$ cat config.mk
export PLATFORM = sky130hd
export DESIGN_NAME = mux2_rr_arbiter
export DESIGN_NICKNAME = d
export VERILOG_FILES = /design/src/rtl/mux_arb_pkg.sv /design/src/rtl/mux2_rr_arbiter_mux2.sv /design/src/rtl/mux2_rr_arbiter.sv
export SDC_FILE = /design/constraint.sdc
export NUM_CORES = 1
export LEC_CHECK = 0
export ABC_AREA = 1
export CORE_AREA = 2 2 39 41
export DETAILED_ROUTE_END_ITERATION = 8
export DIE_AREA = 0 0 41 43
export DONT_BUFFER_PORTS = 1
export GPL_TIMING_DRIVEN = 0
export PLACE_DENSITY = 0.69
export SYNTH_ARGS = -nofsm -noshare
export SYNTH_HDL_FRONTEND = slang
export SYNTH_SLANG_ARGS = --single-unit
$ cat constraint.sdc
create_clock -name clk -period 3 [get_ports clk]
set_input_delay 0.15 -clock clk [delete_from_list [all_inputs] [get_ports clk]]
set_output_delay 0.15 -clock clk [all_outputs]
set_load 0.02 [all_outputs]
$ cat src/rtl/mux_arb_pkg.sv
// Shared encodings for the two-requester round-robin mux arbiter.
// State and owner constants, plus the tie-break helper.
package mux_arb_pkg;

    // FSM state encodings
    localparam logic [1:0] IDLE  = 2'd0;
    localparam logic [1:0] OWN_A = 2'd1;
    localparam logic [1:0] OWN_B = 2'd2;

    // Owner encoding matches the mux select polarity
    localparam logic OWNER_A = 1'b1;
    localparam logic OWNER_B = 1'b0;

    // On a tie the requester that did not own the channel last wins
    function automatic logic tie_winner(input logic last_owner);
        return (last_owner == OWNER_B) ? OWNER_A : OWNER_B;
    endfunction

endpackage

$ cat src/rtl/mux2_rr_arbiter_mux2.sv
// Plain 2:1 mux, one instance per routed bit-vector.
// y = s ? d1 : d0.
module mux2_rr_arbiter_mux2 #(
    parameter int W = 8
) (
    input  logic [W-1:0] d1,
    input  logic [W-1:0] d0,
    input  logic         s,
    output logic [W-1:0] y
);

    // Select between the two inputs
    always_comb begin
        y = s ? d1 : d0;
    end

endmodule

$ cat src/rtl/mux2_rr_arbiter.sv
// Round-robin arbiter sharing one 2:1 mux channel between A and B.
// Grants whole bursts, with a forced handover after MAX_BEATS beats.
module mux2_rr_arbiter
    import mux_arb_pkg::*;
#(
    parameter int WIDTH     = 8,
    parameter int MAX_BEATS = 4
) (
    input  logic             clk,
    input  logic             reset,
    input  logic             a_valid,
    input  logic [WIDTH-1:0] a_data,
    input  logic             a_last,
    output logic             a_ready,
    input  logic             b_valid,
    input  logic [WIDTH-1:0] b_data,
    input  logic             b_last,
    output logic             b_ready,
    output logic             out_valid,
    output logic [WIDTH-1:0] out_data,
    output logic             out_last,
    input  logic             out_ready,
    output logic             sel,
    output logic             grant_a,
    output logic             grant_b
);

    localparam int CW = $clog2(MAX_BEATS) + 1;
    localparam logic [CW-1:0] CNT_MAX = CW'(MAX_BEATS - 1);

    logic [1:0]    state;
    logic [1:0]    state_nx;
    logic          last_owner;
    logic          owner_nx;
    logic [CW-1:0] beat_cnt;
    logic [CW-1:0] cnt_nx;

    logic own_valid;
    logic own_last;
    logic xfer;
    logic done;

    // Pick the current owner's handshake and detect burst release
    always_comb begin
        own_valid = 1'b0;
        own_last  = 1'b0;
        unique case (state)
            OWN_A: begin
                own_valid = a_valid;
                own_last  = a_last;
            end
            OWN_B: begin
                own_valid = b_valid;
                own_last  = b_last;
            end
            default: ;
        endcase
        xfer = own_valid & out_ready;
        done = xfer & (own_last | (beat_cnt == CNT_MAX));
    end

    // Next-state, beat counter and round-robin pointer
    always_comb begin
        state_nx = state;
        owner_nx = last_owner;
        cnt_nx   = beat_cnt;
        unique case (state)
            IDLE: begin
                if (a_valid && b_valid) begin
                    state_nx = (tie_winner(last_owner) == OWNER_A) ?
                               OWN_A : OWN_B;
                end else if (a_valid) begin
                    state_nx = OWN_A;
                end else if (b_valid) begin
                    state_nx = OWN_B;
                end
            end
            OWN_A: begin
                if (done) begin
                    owner_nx = OWNER_A;
                    cnt_nx   = '0;
                    state_nx = b_valid ? OWN_B : IDLE;
                end else if (xfer) begin
                    cnt_nx = beat_cnt + 1'b1;
                end
            end
            OWN_B: begin
                if (done) begin
                    owner_nx = OWNER_B;
                    cnt_nx   = '0;
                    state_nx = a_valid ? OWN_A : IDLE;
                end else if (xfer) begin
                    cnt_nx = beat_cnt + 1'b1;
                end
            end
            default: begin
                state_nx = IDLE;
                cnt_nx   = '0;
            end
        endcase
    end

    // State, counter and registered select/grant flags
    always_ff @(posedge clk or posedge reset) begin
        if (reset) begin
            state      <= IDLE;
            last_owner <= OWNER_B;
            beat_cnt   <= '0;
            sel        <= 1'b0;
            grant_a    <= 1'b0;
            grant_b    <= 1'b0;
        end else begin
            state      <= state_nx;
            last_owner <= owner_nx;
            beat_cnt   <= cnt_nx;
            grant_a    <= (state_nx == OWN_A);
            grant_b    <= (state_nx == OWN_B);
            if (state_nx == OWN_A) begin
                sel <= OWNER_A;
            end else if (state_nx == OWN_B) begin
                sel <= OWNER_B;
            end
        end
    end

    // Route the handshake between the owner and the shared channel
    always_comb begin
        out_valid = 1'b0;
        a_ready   = 1'b0;
        b_ready   = 1'b0;
        unique case (state)
            OWN_A: begin
                out_valid = a_valid;
                a_ready   = out_ready;
            end
            OWN_B: begin
                out_valid = b_valid;
                b_ready   = out_ready;
            end
            default: ;
        endcase
    end

    mux2_rr_arbiter_mux2 #(
        .W (WIDTH)
    ) u_mux_data (
        .d1 (a_data),
        .d0 (b_data),
        .s  (sel),
        .y  (out_data)
    );

    mux2_rr_arbiter_mux2 #(
        .W (1)
    ) u_mux_last (
        .d1 (a_last),
        .d0 (b_last),
        .s  (sel),
        .y  (out_last)
    );

endmodule

* Word level (Yosys, flattened, before mapping)
Index checks and enable logic that the tools add are counted.
** Storage, ports and cells
- Bits in writable memories :: 0
- Flip-flop bits (word level) :: 9
- Logic and storage cells :: 49
- Memory bits (read-only) :: 0
- Memories :: 0
- Input port bits :: 23
- Bits in latches :: 0
** Operators by class
- Muxes and demuxes :: 23
- Reductions and logical operators :: 7
- $add $sub $neg :: 1
- Bitwise gates (word level) :: 4
- Divide/modulo/power cells :: 0
- Multiply operators :: 0
- Magnitude comparators :: 0
- Equality and inequality tests :: 8
- Shift-type cells :: 0
** Operators with widths (count)
- 2-bit 2-to-1 mux :: 7
- 1-bit 2-to-1 mux :: 8
- 8-bit 2-to-1 mux :: 1
- 3-bit 2-to-1 mux :: 2
- 1-bit case mux with 2 select lines :: 3
- 2-bit case mux with 3 select lines :: 1
- 3-bit case mux with 2 select lines :: 1
- 2-bit by 1-bit equality test with 1-bit output (second input constant) :: 2
- 2-bit equality test (second input constant) :: 2
- 2-bit inequality test (second input constant) :: 2
- 2-bit nonzero test :: 2
- 3-bit by 1-bit adder with 3-bit output (second input constant) :: 1
- 3-bit by 2-bit equality test with 1-bit output (second input constant) :: 1
- 3-bit by 1-bit inequality test with 1-bit output (second input constant) :: 1
- 3-bit AND reduction :: 1
- 1-bit AND :: 2
- 2-bit zero test :: 1
- 2-bit AND reduction :: 1
- 2-bit OR reduction :: 1
- 1-bit logical AND :: 1
- 1-bit inverter :: 1
- 1-bit bitwise OR :: 1

* Longest topological paths before layout
Gate-level depths: netlist of the first run.
- Word-level depth :: 9
- Gate-level depth with buffers :: 13

* Cells and area by module
Synthesis of the first run repeated with hierarchy kept, for this count alone.
** Unflattened totals
- Cells, all modules :: 111
- Area, all modules :: 735.7 µm²
** Modules (own cells, without submodules)
- mux2_rr_arbiter :: area each 615.6 µm², sequential area each 225.2 µm², instances 1, cells an instance 81
- mux2_rr_arbiter_mux2 (u_mux_data) :: area each 105.1 µm², sequential area each 0.0 µm², instances 1, cells an instance 26
- mux2_rr_arbiter_mux2 (u_mux_last) :: area each 15.0 µm², sequential area each 0.0 µm², instances 1, cells an instance 4

* Worst setup path after synthesis of the first run
OpenSTA, ideal clock, no wires.
- Path kind :: register to register
- Start point :: register state[0]
- End point :: register sel
- Library setup time :: 125 ps
- Setup slack :: 958 ps
- Cell stages (with the launch flop) :: 14
- Required time :: 2875 ps
- Buffers on the path :: 0
- Arrival :: 1918 ps
- Cell sequence :: dfrtp_1 > inv_1 > ha_1 > nand2_1 > nand2_1 > nand2_2 > nor2_4 > nand2_2 > nand2_1 > nand2_1 > nor2_1 > nor2_1 > ha_1 > mux2_2
** Between the ends
- Longest elaborated chain between the ends :: 8
- Elaborated cells between the ends (all ways) :: 18
- Classes of those cells :: eq/ne: 4; mux: 9; bitwise: 3; reduce/logical: 2
** Ends and longest elaborated chain
- from (decl) :: line mux2_rr_arbiter.sv:31 : logic [1:0] state;
- from (signal assigned) :: line mux2_rr_arbiter.sv:113 : state <= state_nx;
- 2-bit equality test or 2-bit by 1-bit equality test with 1-bit output (tied branches) :: line mux2_rr_arbiter.sv:47, mux2_rr_arbiter.sv:67
- 1-bit case mux with 2 select lines :: line mux2_rr_arbiter.sv:47 : unique case (state)
- 1-bit AND or 1-bit bitwise OR (tied branches) :: line mux2_rr_arbiter.sv:58, mux2_rr_arbiter.sv:59
- 1-bit AND :: line mux2_rr_arbiter.sv:59 : done = xfer & (own_last | (beat_cnt == CNT_MAX));
- 2-bit 2-to-1 mux (on tied branches) :: line mux2_rr_arbiter.sv:88, mux2_rr_arbiter.sv:79
- 2-bit case mux with 3 select lines * :: line mux2_rr_arbiter.sv:67 : unique case (state)
- via state_nx[1] :: line mux2_rr_arbiter.sv:32 : logic [1:0] state_nx;
- 2-bit by 1-bit equality test with 1-bit output or 2-bit equality test (tied branches) :: line mux2_rr_arbiter.sv:118, mux2_rr_arbiter.sv:120
- 1-bit 2-to-1 mux or 2-bit nonzero test (tied branches)
- to (signal assigned) :: line mux2_rr_arbiter.sv:109 : sel <= 1'b0;
- to (signal assigned) :: line mux2_rr_arbiter.sv:119 : sel <= OWNER_A;
- to (signal assigned) :: line mux2_rr_arbiter.sv:121 : sel <= OWNER_B;
- to (decl) :: line mux2_rr_arbiter.sv:23 : output logic sel,
Mark *: on every way through the listed nets, which the timed path passes. The rest lies on a longest branch.
A chain may end at the register's enable or synchronous reset.

* Worst setup path after layout of the first run
Same ends and word-level chain as after synthesis.

==> flow_metrics.py, run 1 <==
metrics = {
    "clocking": {
        "htree_levels": 1,
        "cts_buffer_depth": 2,
        "cts_root_buf": "clkbuf_4",
        "post_cts_buffers": 0,
        "cts.sink_count": 9,
        "numCtsBuffers": 3,
        "clk_pin_slew_ps": 60,
        "clkLatencyLatePin_ps": 260,
        "cts_tree": "done",
    },
    "cells_and_area": {
        "drive_above_1_share": 0.177,
        "fin_nets": 128,
        "instances_no_fill": 112,
        "diodes": 0,
        "area_growth_pct": 7.87,
    },
    "synthesis": {
        "synth_nets": 122,
        "synth_most_common_cell": "nand2_1",
        "synthFlopType": "dfrtp_1",
        "synth_edf_count": 0,
        "synth-seq-cells": 9,
        "synthTopCellsByArea": "dfrtp_1 31%, mux2_2 16%, ha_1 14%, nand2_1 11%, inv_1 7.9%",
        "async_reset_ff_frac": 1.00,
        "synth_top_area_cell": "dfrtp_1",
        "synth_cell_types": 15,
        "synthTopCellsByCount": "21 x nand2_1, 15 x inv_1, 10 x mux2_2, 9 x dfrtp_1, 9 x nor2_1",
        "netlist_instances": 91,
        "avgSynthCellArea_um2": 7.86,
        "synth_top_area_frac": 0.315,
        "yosysSeqAreaShare": 0.315,
        "syn-cell-area_um2": 716,
        "ys_warn_count": 0,
    },
    "sta": {
        "max_slew_margin": 0.755,
        "fin_crit_sh": 0.759,
        "setup_viol": 0,
        "fmax_ghz": 0.439,
        "rsz0062_at_grt": "false",
        "fin_ws_ps": 722,
        "hold_viol": 0,
        "period_needed_ps": 2280,
        "finalSetupTns_ps": 0,
        "maxSlewViolCount": 0,
        "clock_skew_ps": 0.929,
        "tightest_slew_ps": 366,
    },
    "worst_setup_path": {
        "cp-end-kind": "register",
        "path_cells": "inv_1, ha_1, nand2_1, nand2_1, nand2_2, nor2_4, nand2_2, nand2_1, nand2_1, nor2_1, nor2_1, ha_1, mux2_2",
        "crit_path_max_fanout": 7,
        "slowest_delay_ps": 400,
        "r2r_setup_slack_ps": 720,
        "reg2reg_to": "sel",
        "cpMostUsedCell": "nand2_1",
        "ff2ff_path_depth": 13,
        "crit_path_top_delay_cell": "dfrtp_1",
        "arrival_ps": 2420,
        "rr_startpoint": "state[0]",
        "required_ps": 3140,
        "start_kind": "register",
        "critPathBufInv": 1,
        "path_class": "reg -> reg",
        "cp_top_family": "simple AND/OR/NAND/NOR gates",
    },
    "route": {
        "first_pass_iters": 4,
        "antenna_left": 0,
        "routed_via_density": 5.28,
        "wl_per_cell_um": 12.1,
        "routed_wl_mm": 1.36,
        "drtIter0Drc": 8,
        "drcViolationCount": 0,
        "vias": 591,
    },
    "pwr": {
        "p_per_area_mw_per_mm2": 967,
        "p_leak_nw": 0.406,
        "ir_worst_vdd_mv": 0.464,
    },
    "floorplanning": {
        "dieWidth_um": 41,
        "core-area_mm2": 0.00138,
        "start_util": 0.517,
        "dieArea_mm2": 0.00176,
        "die_height_um": 43,
        "io_pins": 38,
        "rows": 14,
    },
    "global_routing": {
        "grt_usage": 0.184,
        "grt_max_degree": 11,
        "grt_overflow": 0,
        "first_global_vias": 518,
        "grt_pass1_wl_mm": 2.15,
        "antenna_found_initial": 0,
    },
    "placement": {
        "dp_hpwl_mm": 1.09,
        "gp_congestion": 0.819,
        "portBuffers": 0,
        "placed_cells": 107,
        "post-place-ws_ps": 734,
    },
    "hold_path": {
        "hold_depth": 4,
        "worstHoldStart": "b_valid",
        "whs_endpoint": "state[1]",
        "worst_hold_path_type": "in -> reg",
    },
    "status": {
        "outcome": "complete, no violations",
    },
    "job": {
        "cap_violations": 0,
    },
}
-- routing by layer --
layer / routed length, um / vias up / track usage
met3: 135 / 0 / 0.0942
met5: 0 / - / 0
met2: 694 / 31 / 0.291
met1: 529 / 261 / 0.213
li1: - / 299 / -
met4: 0 / 0 / 0.0400
-- how the worst max path moves through the flow --
stage,from,to,slack (ps),cells past startpoint
global placement,state[0],sel,760,13
CTS,state[0],sel,710,13
detailed placement,state[0],sel,730,13
finish,state[0],sel,720,13
global route,state[0],sel,530,13
floorplan,state[0],sel,960,13
-- cells by family (layout without fill, tap and decap cells) --
group | Yosys count | in the layout | share of synthesized area
DFF | 9 | 9 | 0.315
and+or+nand+nor | 37 | 37 | 0.222
buffers and inverters | 16 | 21 | 0.0857
AOI/OAI and AO/OA | 11 | 11 | 0.0804
adders and majority gates | 8 | 8 | 0.140
muxes | 10 | 10 | 0.157
-- through the flow --
step                hold slack (ps)  area [um^2]  power, mW   util
floorplan                     -22.1          716      0.590      -
global placement               10.8          736      0.651  0.532
detailed placement             23.5          736      0.660  0.532
CTS                             192          772      0.759  0.558
global route                    234          772      0.835  0.558
finish                          205          772      0.747  0.558
-- sequential cells by signal, summed over array words and instances, names as in the netlist --
signal	count
last_owner	1
state	2
grant_b	1
sel	1
grant_a	1
beat_cnt	3
-- cell usage in the layout (no fill, tap or decap), drive strengths merged --
cell          n
inv          15
dfrtp         9
a21oi         3
nand3b        1
mux2         10
nor2         10
ha            8
nand3         3
clkbuf        4
dlygate4sd3   1
o21ai         7
nand2        23
o21bai        1
buf           1
-- worst reg2reg max path, stage by stage (launching register included) --
cell and delay [ps]:
dfrtp_1 400, inv_1 130, ha_1 300, nand2_1 80
nand2_1 70, nand2_2 70, nor2_4 120, nand2_2 120
nand2_1 80, nand2_1 70, nor2_1 90, nor2_1 60
ha_1 270, mux2_2 320
-- where the power goes --
part	switching, mW	internal (mW)	leakage (nW)
Clock	0.0414	0.0512	0.0150
Combinational	0.268	0.161	0.273
Sequential	0.0517	0.173	0.118
-- repair_timing --
action,CTS,global route
gates resized for setup,0,0
setup endpoints to repair,0,0
hold buffers,1,0
endpoints found under the hold margin,9,0
-- layout make-up --
class	instances	area (um^2)
inverter	15	56.3
tap	16	20.0
timing repair buffer	1	10.0
fill	139	612
buffer	1	5.00
multi-input combinational	66	429
clock buffer	4	26.3
sequential	9	225
Power figures use the tool's default switching activity.
==> run 2, diff against run 1 <==
Clock period 3 ns to 2.12 ns, I/O delays scaled along.
==> flow_metrics.py, run 2 (synthesized netlist as in run 1, its figures left out) <==
metrics = {
    "clocking": {
        "clkLatencyLatePin_ps": 260,
        "htree_levels": 1,
        "cts_buffer_depth": 2,
        "clk_pin_slew_ps": 60,
        "numCtsBuffers": 3,
        "cts.sink_count": 9,
        "cts_root_buf": "clkbuf_4",
        "cts_tree": "done",
    },
    "sta": {
        "fin_crit_sh": 0.997,
        "tightest_slew_ps": 370,
        "rsz0062_at_grt": "true",
        "setup_viol": 0,
        "finalSetupTns_ps": 0,
        "fmax_ghz": 0.473,
        "period_needed_ps": 2110,
        "max_slew_margin": 0.753,
        "hold_viol": 0,
        "clock_skew_ps": 1.75,
        "maxSlewViolCount": 0,
    },
    "placement": {
        "gp_congestion": 0.819,
        "portBuffers": 0,
        "dpl_cell_area_um2": 736,
        "placed_cells": 107,
        "dp_hpwl_mm": 1.09,
    },
    "hold_path": {
        "worst_hold_path_type": "in -> reg",
        "hold_depth": 4,
        "worstHoldStart": "b_valid",
        "whs_endpoint": "state[1]",
    },
    "floorplanning": {
        "io_pins": 38,
        "die_height_um": 43,
        "core-area_mm2": 0.00138,
        "start_util": 0.517,
        "dieWidth_um": 41,
        "rows": 14,
        "dieArea_mm2": 0.00176,
    },
    "global_routing": {
        "first_global_vias": 570,
        "grt_usage": 0.197,
        "grt_overflow": 0,
        "grt_max_degree": 11,
        "grt_pass1_wl_mm": 2.30,
        "antenna_found_initial": 0,
    },
    "route": {
        "antenna_left": 0,
        "vias": 624,
        "drtIter0Drc": 17,
        "routed_via_density": 5.33,
        "drcViolationCount": 0,
        "first_pass_iters": 5,
        "routed_wl_mm": 1.52,
        "wl_per_cell_um": 13.0,
    },
    "pwr": {
        "p_leak_nw": 0.444,
        "ir_worst_vdd_mv": 0.720,
        "p_per_area_mw_per_mm2": 1410,
        "power_mw": 1.20,
    },
    "cells_and_area": {
        "instances_no_fill": 117,
        "diodes": 0,
        "drive_above_1_share": 0.277,
        "fin_nets": 133,
        "mostFrequentLayoutCells": "21 x nand2_1, 13 x inv_1, 10 x mux2_2, 9 x dfrtp_1, 8 x nor2_1",
        "finalInstanceArea_um2": 855,
        "largest-register": "beat_cnt",
        "top_regs": "beat_cnt x3, state x2",
        "post-route-util": 0.618,
        "area_growth_pct": 19.4,
        "final_common_cell": "nand2_1",
        "largest_reg_flops": 3,
    },
    "worst_setup_path": {
        "required_ps": 2270,
        "arrival_ps": 2260,
        "path_class": "reg -> reg",
        "cp-end-kind": "register",
        "reg2reg_to": "sel",
        "start_kind": "register",
        "ff2ff_path_depth": 13,
        "rr_startpoint": "state[0]",
        "r2r_setup_slack_ps": 6,
        "crit_path_max_fanout": 7,
    },
    "status": {
        "outcome": "complete, no violations",
    },
    "job": {
        "cap_violations": 0,
    },
}
run 2: stage by stage:
step / hold WS [ps] / setup WS (ps)
3_5_place_dp: -20.5 / -146
4_1_cts: 149 / 10.8
2_1_floorplan: -66.1 / 77.5
3_3_place_gp: -33.2 / -124
6_report: 166 / 6.19
5_1_grt: 175 / -116
run 2: how the worst max path moves through the flow:
stage	startpoint	end	slack [ps]	cells past startpoint
final	state[0]	sel	6	13
after global routing	state[1]	sel	-120	13
after CTS	state[0]	sel	10	13
after detailed placement	state[0]	sel	-150	13
after global placement	state[0]	sel	-120	13
after floorplan	state[0]	sel	80	13
run 2: worst max-delay path: stages (launching register included):
cell	delay, ps
dfrtp_1	400
inv_2	130
ha_4	180
nand2_1	60
nand2_1	60
nand2_2	60
nor2_4	140
nand2_4	90
nand2_1	60
nand2_1	70
nor2_1	90
nor2_1	60
ha_1	270
mux2_2	320
run 2: repair_timing:
action / 4_1_cts / 5_1_grt
endpoints found under the hold margin: 9 / 0
setup endpoints to repair: 1 / 1
hold buffers: 1 / 0
resized for setup: 9 / 0
setup buffers: 5 / 0
run 2: report_power, final:
group	leakage [nW]	internal (mW)	switching, mW
registers	0.118	0.245	0.0748
logic	0.311	0.320	0.431
clock network	0.0150	0.0726	0.0605
total	0.444	0.637	0.566
run 2: area by class of cell:
class / instances / area [um^2]
inverters: 15 / 56.3
repair buffers: 6 / 47.5
well taps: 16 / 20.0
fillers: 126 / 529
clock buffers: 4 / 26.3
plain buffers: 1 / 5.00
multi-input cells: 66 / 474
flip-flops and latches: 9 / 225
run 2: layer usage:
layer,GRT usage,up-vias,routed length [um]
met5,0,-,0
met4,0.0400,0,5
met3,0.0942,2,134
met2,0.325,32,782
met1,0.219,283,596
li1,-,307,-
==> run 3, diff against run 2 <==
Settings changed: PLACE_DENSITY 0.69 to 0.72.
Clock period 2.12 ns to 2.38 ns, I/O delays scaled along.
==> flow_metrics.py, run 3 (synthesized netlist as in run 1, its figures left out) <==
metrics = {
    "floorplanning": {
        "io_pins": 38,
        "core-area_mm2": 0.00138,
        "die_height_um": 43,
        "start_util": 0.517,
        "rows": 14,
        "dieWidth_um": 41,
        "dieArea_mm2": 0.00176,
    },
    "hold_path": {
        "worst_hold_path_type": "in -> reg",
        "worstHoldStart": "b_valid",
    },
    "worst_setup_path": {
        "arrival_ps": 2340,
        "path_class": "reg -> reg",
        "crit_path_max_fanout": 7,
        "cp-end-kind": "register",
        "startpoint": "state[1]",
        "start_kind": "register",
        "required_ps": 2520,
        "rr_startpoint": "state[1]",
    },
    "sta": {
        "max_slew_margin": 0.755,
        "setup_viol": 0,
        "fin_crit_sh": 0.924,
        "fin_hold_ws_ps": 175,
        "tightest_slew_ps": 367,
        "clock_skew_ps": 0.965,
        "maxSlewViolCount": 0,
        "fmax_ghz": 0.455,
        "hold_viol": 0,
        "period_needed_ps": 2200,
    },
    "cells_and_area": {
        "fillers": 131,
        "drive_above_1_share": 0.258,
        "diodes": 0,
        "final_common_cell": "nand2_1",
        "fin_nets": 129,
        "mostFrequentLayoutCells": "21 x nand2_1, 13 x inv_1, 10 x mux2_2, 9 x nor2_1, 7 x dfrtp_1",
        "regArea_um2": 228,
        "largest_reg_flops": 3,
        "largest-register": "beat_cnt",
        "top_regs": "beat_cnt x3, state x2",
        "area_growth_pct": 14.9,
        "multi_input_area_um2": 467,
    },
    "pwr": {
        "p_per_area_mw_per_mm2": 1250,
        "power_switching_mw": 0.490,
        "power_frac_clock": 0.115,
        "ir_worst_vdd_mv": 0.828,
        "combPwrFrac": 0.595,
        "sw_frac_of_total": 0.477,
        "p_seq_frac": 0.290,
        "p_leak_nw": 0.409,
        "power_mw": 1.03,
        "power.internal_mw": 0.538,
    },
    "global_routing": {
        "grt_usage": 0.163,
        "grt_max_degree": 11,
        "grt_pass1_wl_mm": 2.01,
        "grt_overflow": 0,
        "first_global_vias": 539,
        "antenna_found_initial": 0,
    },
    "placement": {
        "dp_hpwl_mm": 1.06,
        "gp_congestion": 0.847,
        "portBuffers": 0,
    },
    "route": {
        "antenna_left": 0,
        "routed_via_density": 5.32,
        "first_pass_iters": 4,
        "vias": 601,
        "wl_per_cell_um": 12.4,
        "drtIter0Drc": 11,
        "drcViolationCount": 0,
        "routed_wl_mm": 1.40,
    },
    "job": {
        "cap_violations": 0,
    },
    "clocking": {
        "htree_levels": 1,
        "clk_pin_slew_ps": 60,
        "numCtsBuffers": 3,
        "cts_buffer_depth": 2,
        "cts.sink_count": 9,
        "cts_root_buf": "clkbuf_4",
        "cts_tree": "done",
        "clkLatencyLatePin_ps": 260,
    },
    "status": {
        "outcome": "complete, no violations",
    },
}
-- run 3: final timing paths --
kind	endpoint	slack, ps	cells after the start
min	state[1]	170	4
max in group asynchronous	state[1]	1860	2
min reg2reg	last_owner	490	2
max	sel	180	13
min in group asynchronous	last_owner	250	2
max reg2reg	sel	180	13
-- run 3: area by class of cell --
cell class | instances | area share
buffer | 1 | 0.00609
clock buffer | 4 | 0.0320
inverter | 15 | 0.0715
multi-input combinational | 66 | 0.568
sequential | 9 | 0.277
tap | 16 | 0.0244
timing repair buffer | 2 | 0.0213
-- run 3: routing by layer --
layer	GRT usage	share of wire	vias to the layer above
li1	-	-	300
met1	0.208	0.41	266
met2	0.253	0.49	33
met3	0.0628	0.099	2
met4	0.0333	0.0057	0
met5	0	0	-
-- run 3: critical path, stage by stage, from the launching register on --
cell and delay [ps]:
dfrtp_2 440, inv_2 130, ha_4 170, nand2_1 50, nand2_1 70, nand2_2 70
nor2_4 120, nand2_2 120, nand2_1 100, nand2_1 70, nor2_1 90, nor2_1 70
ha_1 280, mux2_2 330
-- run 3: power by group through the flow --
stage / Combinational (mW) / Sequential (mW) / Clock (mW)
2_1_floorplan: 0.467 / 0.277 / 0
3_5_place_dp: 0.543 / 0.289 / 0
4_1_cts: 0.545 / 0.286 / 0.118
3_3_place_gp: 0.529 / 0.287 / 0
6_report: 0.612 / 0.299 / 0.118
5_1_grt: 0.683 / 0.309 / 0.127
-- run 3: timing repair --
item,CTS,global route
hold buffers,1,0
setup buffers,0,1
endpoints found under the hold margin,9,0
gates resized for setup,0,10
setup endpoints to repair,0,1
-- run 3: metrics by stage --
| step | instance area [um^2] | worst slack [ps] | instances | utilization | setup TNS [ps] |
|---|---|---|---|---|---|
| 2_1_floorplan | 716 | 338 | 91 | - | 0 |
| 3_3_place_gp | 736 | 145 | 107 | 0.532 | 0 |
| 3_5_place_dp | 736 | 119 | 107 | 0.532 | 0 |
| 4_1_cts | 772 | 104 | 112 | 0.558 | 0 |
| 5_1_grt | 822 | -3.75 | 113 | 0.594 | -3.75 |
| 6_report | 822 | 180 | 113 | 0.594 | 0 |
